`src/rtl/conv3x3_sched_pkg.sv`:
```
`default_nettype none
// ============================================================================
//  Module      : conv_pkg
//  Description : Shared geometry, state encoding and index helpers for the
//                time-shared 3x3 convolution sequencer.
//  Revision    : 1.0  initial release
// ============================================================================
package conv_pkg;

  localparam int IMG = 5;              // tile edge in pixels
  localparam int K   = 3;              // kernel edge / datapath taps
  localparam int DW  = 8;              // pixel and weight width (signed)
  localparam int AW  = 20;             // accumulator and result width
  localparam int OUT = IMG - K + 1;    // output edge (valid convolution)

  // Sequencer state encoding
  localparam logic [1:0] ST_IDLE  = 2'd0;
  localparam logic [1:0] ST_RUN   = 2'd1;
  localparam logic [1:0] ST_DRAIN = 2'd2;
  localparam logic [1:0] ST_DONE  = 2'd3;

  // Bit offset of pixel (r,c) inside the flattened tile
  function automatic int pix_lsb(input int r, input int c);
    return DW * (r * IMG + c);
  endfunction

  // Bit offset of weight (kr,kc) inside the flattened kernel
  function automatic int wgt_lsb(input int kr, input int kc);
    return DW * (kr * K + kc);
  endfunction

endpackage
`default_nettype wire

```
`src/rtl/conv3x3_sched_mac3_tap.sv`:
```
`default_nettype none
// ============================================================================
//  Module      : mac3_tap
//  Description : Combinational K-tap signed multiply-add. Each tap is a
//                signed DW x DW product, sign-extended to AW and summed.
//  Revision    : 1.0  initial release
// ============================================================================
module mac3_tap
  import conv_pkg::*;
(
  input  logic [K*DW-1:0] pix,
  input  logic [K*DW-1:0] wgt,
  output logic [AW-1:0]   sum
);

  logic signed [2*DW-1:0] prod [K];
  logic signed [AW-1:0]   acc;

  // One signed product per tap; full-width so no precision is lost
  for (genvar i = 0; i < K; i++) begin : g_tap
    assign prod[i] = $signed(pix[i*DW +: DW]) * $signed(wgt[i*DW +: DW]);
  end

  // Sign-extend each product and add the taps together
  always_comb begin
    acc = '0;
    for (int i = 0; i < K; i++) begin
      acc = acc + AW'(prod[i]);
    end
  end

  assign sum = acc;

endmodule
`default_nettype wire

```
`src/rtl/conv3x3_sched.sv`:
```
`default_nettype none
// ============================================================================
//  Module      : conv3x3_sched
//  Description : Valid 3x3 convolution of a 5x5 signed tile using a single
//                shared 3-tap multiply-add. One kernel row per enabled cycle,
//                three cycles per output, nine results over valid/ready.
//  Revision    : 1.0  initial release
// ============================================================================
module conv3x3_sched
  import conv_pkg::*;
(
  input  logic                  clk,
  input  logic                  rst,
  input  logic                  start,
  input  logic [IMG*IMG*DW-1:0] f,
  input  logic [K*K*DW-1:0]     w,
  output logic                  busy,
  output logic                  out_valid,
  input  logic                  out_ready,
  output logic [AW-1:0]         out_data,
  output logic [1:0]            out_row,
  output logic [1:0]            out_col,
  output logic                  done
);

  logic [1:0]            state_q, state_d;
  logic [IMG*IMG*DW-1:0] f_q, f_d;
  logic [K*K*DW-1:0]     w_q, w_d;
  logic [1:0]            orow_q, orow_d;
  logic [1:0]            ocol_q, ocol_d;
  logic [1:0]            kr_q, kr_d;
  logic signed [AW-1:0]  acc_q, acc_d;
  logic                  out_valid_q, out_valid_d;
  logic [AW-1:0]         out_data_q, out_data_d;
  logic [1:0]            out_row_q, out_row_d;
  logic [1:0]            out_col_q, out_col_d;

  logic [K*DW-1:0]       pix_row;
  logic [K*DW-1:0]       wgt_row;
  logic signed [AW-1:0]  tap;
  logic signed [AW-1:0]  acc_base;
  logic                  handshake;
  logic                  step;
  logic                  row_end;
  logic                  tile_end;

  // A pending result that is not being taken freezes the whole datapath
  assign handshake = out_valid_q & out_ready;
  assign step      = (state_q == ST_RUN) && (!out_valid_q || out_ready);
  assign row_end   = (kr_q == 2'(K - 1));
  assign tile_end  = (orow_q == 2'(OUT - 1)) && (ocol_q == 2'(OUT - 1));

  // Select the kernel row and the matching pixel row for this step
  always_comb begin
    pix_row = '0;
    wgt_row = '0;
    for (int kc = 0; kc < K; kc++) begin
      pix_row[kc*DW +: DW] = f_q[pix_lsb(int'(orow_q) + int'(kr_q), int'(ocol_q) + kc) +: DW];
      wgt_row[kc*DW +: DW] = w_q[wgt_lsb(int'(kr_q), kc) +: DW];
    end
  end

  mac3_tap u_mac3_tap (
    .pix (pix_row),
    .wgt (wgt_row),
    .sum (tap)
  );

  // FSM state register
  always_ff @(posedge clk) begin
    if (rst) begin
      state_q <= ST_IDLE;
    end else begin
      state_q <= state_d;
    end
  end

  // FSM next-state logic; DRAIN waits for the final result to be taken
  always_comb begin
    state_d = state_q;
    case (state_q)
      ST_IDLE:  if (start) state_d = ST_RUN;
      ST_RUN:   if (step && row_end && tile_end) state_d = ST_DRAIN;
      ST_DRAIN: if (handshake) state_d = ST_DONE;
      ST_DONE:  state_d = ST_IDLE;
      default:  state_d = ST_IDLE;
    endcase
  end

  // FSM outputs
  always_comb begin
    busy = (state_q == ST_RUN) || (state_q == ST_DRAIN);
    done = (state_q == ST_DONE);
  end

  // Datapath next-state: operand capture, raster counters, accumulation
  always_comb begin
    f_d         = f_q;
    w_d         = w_q;
    orow_d      = orow_q;
    ocol_d      = ocol_q;
    kr_d        = kr_q;
    acc_d       = acc_q;
    out_valid_d = out_valid_q;
    out_data_d  = out_data_q;
    out_row_d   = out_row_q;
    out_col_d   = out_col_q;
    acc_base    = (kr_q == 2'd0) ? '0 : acc_q;

    if ((state_q == ST_IDLE) && start) begin
      f_d    = f;
      w_d    = w;
      orow_d = 2'd0;
      ocol_d = 2'd0;
      kr_d   = 2'd0;
      acc_d  = '0;
    end

    if (handshake) begin
      out_valid_d = 1'b0;
    end

    // A result loading on the same edge as a handshake keeps valid high
    if (step) begin
      acc_d = acc_base + tap;
      if (row_end) begin
        kr_d        = 2'd0;
        out_data_d  = acc_base + tap;
        out_row_d   = orow_q;
        out_col_d   = ocol_q;
        out_valid_d = 1'b1;
        if (ocol_q == 2'(OUT - 1)) begin
          ocol_d = 2'd0;
          orow_d = tile_end ? 2'd0 : orow_q + 2'd1;
        end else begin
          ocol_d = ocol_q + 2'd1;
        end
      end else begin
        kr_d = kr_q + 2'd1;
      end
    end
  end

  // Datapath registers; reset abandons any tile in flight
  always_ff @(posedge clk) begin
    if (rst) begin
      f_q         <= '0;
      w_q         <= '0;
      orow_q      <= 2'd0;
      ocol_q      <= 2'd0;
      kr_q        <= 2'd0;
      acc_q       <= '0;
      out_valid_q <= 1'b0;
      out_data_q  <= '0;
      out_row_q   <= 2'd0;
      out_col_q   <= 2'd0;
    end else begin
      f_q         <= f_d;
      w_q         <= w_d;
      orow_q      <= orow_d;
      ocol_q      <= ocol_d;
      kr_q        <= kr_d;
      acc_q       <= acc_d;
      out_valid_q <= out_valid_d;
      out_data_q  <= out_data_d;
      out_row_q   <= out_row_d;
      out_col_q   <= out_col_d;
    end
  end

  assign out_valid = out_valid_q;
  assign out_data  = out_data_q;
  assign out_row   = out_row_q;
  assign out_col   = out_col_q;

endmodule
`default_nettype wire

```
`config.mk`:
```
export PLATFORM = sky130hd
export DESIGN_NAME = conv3x3_sched
export DESIGN_NICKNAME = d
export VERILOG_FILES = /design/src/rtl/conv3x3_sched_pkg.sv /design/src/rtl/conv3x3_sched_mac3_tap.sv /design/src/rtl/conv3x3_sched.sv
export SDC_FILE = /design/constraint.sdc
export NUM_CORES = 2
export LEC_CHECK = 0
export ABC_AREA = 1
export CAP_MARGIN = 25
export CORE_MARGIN = 2
export CORE_UTILIZATION = 60
export CTS_CLUSTER_DIAMETER = 50
export DETAILED_ROUTE_END_ITERATION = 16
export PLACE_DENSITY = 0.93
export RECOVER_POWER = 50
export REMOVE_ABC_BUFFERS = 1
export SLEW_MARGIN = 25
export SYNTH_ARGS = -nofsm -noshare
export SYNTH_HDL_FRONTEND = slang
export SYNTH_SLANG_ARGS = --single-unit
```
`constraint.sdc`:
```
create_clock -name clk -period 16.15 [get_ports clk]
set_input_delay 3.23 -clock clk [delete_from_list [all_inputs] [get_ports clk]]
set_output_delay 3.23 -clock clk [all_outputs]
set_load 0.01 [all_outputs]
```
==> reports/metrics.yaml <==
outcome:
  outcome: "finished, violations left"
  violations: "max-capacitance violations, max-slew violations"
hold_path:
  hold_start: "acc_q[0]"
  whs_endpoint: "acc_q[0]"
  hold_class: "reg -> reg"
  holdPathStages: 2
synthesis:
  synth_top_cell_by_area: "dfxtp_1"
  synth_edf_count: 0
  ys_types: 58
  synth_top_area_frac: 0.2449
  avgSynthCellArea_um2: 7.222
  synth_area_um2: 26570
  ys_ff_latch: 325
  synth_cells: 3679
  yosys_warnings: 0
  synthTopCellsByArea: "dfxtp_1 24%, fa_1 18%, o21ai_0 9.4%, nor2_1 9.0%, inv_1 7.0%"
  async_reset_ff_frac: 0
  ys_seq_area_frac: 0.2449
  ys.flop_type: "dfxtp_1"
worst_setup_path:
  reg2regPathDepth: 52
  crit_type: "reg -> reg"
  crit_arrival_ns: 12.92
  required_ns: 16.53
  reg2reg_slack_ns: 3.62
  crit_buf_inv: 12
  critPathLaunchType: "flip-flop"
  cpMostUsedCell: "inv_1"
  crit_family: "adder cells"
  crit_path_max_fanout: 31
  regToRegEndpoint: "acc_q[19]"
  slowest_stage: "nor2_1"
  max_stage_delay_ns: 0.79
  endpoint_kind: "flip-flop"
  worst_r2r_startpoint: "kr_q[0]"
clocking:
  cts-buffers-inserted: 38
  clk_latency_ns: 0.58
  clk_path_buf_depth: 3
  root_buffer: "clkbuf_16"
  ctsHtreeMaxLevel: 2
  clkTransAtPathRegs_ns: 0.05
  cts_sinks: 325
  cts_tree: "built"
  post_cts_buffers: 0
  cts_hold_buf: 0
  cts_resized: 0
run:
  max-cap-violations: 8
drt:
  drcViolationCount: 0
  drt_wl_total_um: 78530
  viasPerCell: 5.766
  wl_per_cell_um: 17.61
  dr.pass1.iters: 6
  vias: 25720
  ant_nets: 0
  dr.first_iter.drc_count: 2815
sta:
  finalSetupTns_ns: 0
  max_slew_margin: -1.599
  slew_violations: 559
  min_period_ns: 12.53
  setup_viol: 0
  clock-skew-final_ns: 0.01755
  timing.final.crit_share: 0.7760
  rsz0062_at_grt: "false"
  fmax_ghz: 0.07979
  worstMarginPinSlew_ns: 3.898
  finalHoldViolations: 0
grt:
  grt_pass1_vias: 25250
  grt_pass1_wl_um: 127300
  grt_use_total: 0.3417
  overflow: 0
  antenna_found_initial: 0
  grt_start_max_net_pins: 205
final_layout:
  syn_to_final_growth_pct: 16.35
  drive_above_1_share: 0.04292
  layout_commonest_cell: "nor2_1"
  layout_common_cells: "640 x nor2_1, 500 x o21ai_0, 493 x inv_1, 466 x nand2_1, 325 x dfxtp_1"
  diodes: 0
  stdcell_count: 4460
  nFillCells: 3424
  nNetsFinal: 4473
place:
  gp_congestion: 0.9841
  portBuffers: 302
  dp_hpwl_um: 58020
  dp_cells: 4393
floorplan:
  dieArea_um2: 45980
  ios: 303
  initial_core_util: 0.6048
  rows: 77
  core_um2: 43930
  fp.dieH_um: 214.4
  die_x_um: 214.4
Yosys cell counts, types with 3 or more instances:
| library cell | instances |
|---|---|
| nor2_1 | 640 |
| o21ai_0 | 500 |
| inv_1 | 496 |
| nand2_1 | 466 |
| dfxtp_1 | 325 |
| a21oi_1 | 274 |
| fa_1 | 240 |
| clkbuf_1 | 140 |
| nand3_1 | 117 |
| ha_1 | 115 |
| buf_2 | 39 |
| o211ai_1 | 28 |
| mux2i_1 | 22 |
| or2_2 | 21 |
| xor2_1 | 20 |
| a22oi_1 | 17 |
| o22ai_1 | 16 |
| inv_2 | 14 |
| nand3_2 | 14 |
| o21bai_1 | 14 |
| buf_4 | 11 |
| o21ai_1 | 11 |
| o221ai_1 | 11 |
| a32oi_1 | 10 |
| xnor2_1 | 10 |
| a31oi_1 | 8 |
| buf_1 | 8 |
| o311ai_1 | 8 |
| nand4_1 | 7 |
| nor2_2 | 6 |
| or2_1 | 6 |
| a32o_1 | 5 |
| buf_6 | 5 |
| a21o_1 | 4 |
| clkinv_1 | 4 |
| nor2_4 | 4 |
| o2111ai_1 | 4 |
| o31ai_1 | 4 |
| a211oi_1 | 3 |
| a221oi_1 | 3 |
| a221oi_2 | 3 |
| o21a_1 | 3 |
state kept, by name (all words and copies together), names as in the netlist:
register	cells
f_q	200
acc_q	20
state_q	2
out_data	20
out_col	2
kr_q	2
out_row	2
out_valid	1
w_q	72
orow_q	2
ocol_q	2
cell families after synthesis:
| logic type | Yosys count | share of synthesized area |
|---|---|---|
| AND/OR/NAND/NOR | 1291 | 0.1982 |
| buffers and inverters | 717 | 0.1061 |
| flip-flops | 325 | 0.2449 |
| adder cells (fa/ha/maj) | 355 | 0.2350 |
| XOR/XNOR | 36 | 0.01483 |
| multiplexers | 22 | 0.008289 |
| AO/OA/AOI/OAI | 933 | 0.1927 |
per-stage QoR:
| stage | util | area [um^2] | worst slack [ns] | hold WS, ns |
|---|---|---|---|---|
| detailed placement | 0.6754 | 29670 | 4.056 | 0.4579 |
| floorplan | - | 25680 | 0.7134 | 0.4349 |
| global route | 0.7036 | 30910 | 2.748 | 0.4888 |
| finish | 0.7036 | 30910 | 3.617 | 0.4643 |
| CTS | 0.7043 | 30940 | 3.990 | 0.4684 |
| global placement | 0.6754 | 29670 | 4.417 | 0.4498 |
how the worst max path moves through the flow:
stage,cells past startpoint,end,from
floorplan,47,out_data[19],kr_q[0]
global placement,51,out_data[19],kr_q[0]
detailed placement,54,out_data[19],kr_q[0]
CTS,54,out_data[19],kr_q[0]
global route,46,acc_q[18],kr_q[0]
finish,52,acc_q[19],kr_q[0]
area by class of cell:
cell class | instances | area, um^2 | area share
clock buffers | 50 | 1066 | 0.03449
repair buffers | 326 | 3197 | 0.1034
flip-flops and latches | 325 | 6506 | 0.2105
well taps | 592 | 740.7 | 0.02396
clock inverters | 16 | 202.7 | 0.006557
inverters | 514 | 1932 | 0.06249
multi-input cells | 2637 | 17270 | 0.5586
metal layers:
metal	GRT usage	wire [um]	vias to the layer above
met5	0	0	-
met4	0.1815	4413	0
met3	0.06270	7323	296
met2	0.5528	35670	1385
met1	0.4373	31130	11910
li1	-	-	12130
worst reg2reg max path: cells and delay by family (launching register included):
family          cells  cell delay [ns]
compound gates      8             1.50
fa+ha+maj          14             5.95
flops               1             0.32
buf+inv            12             1.79
simple gates       17             2.70
xor+xnor            1             0.09
Power is left out: the tool's default activity adds up to more than one toggle a clock period on the data nets, which glitch-free logic cannot reach.
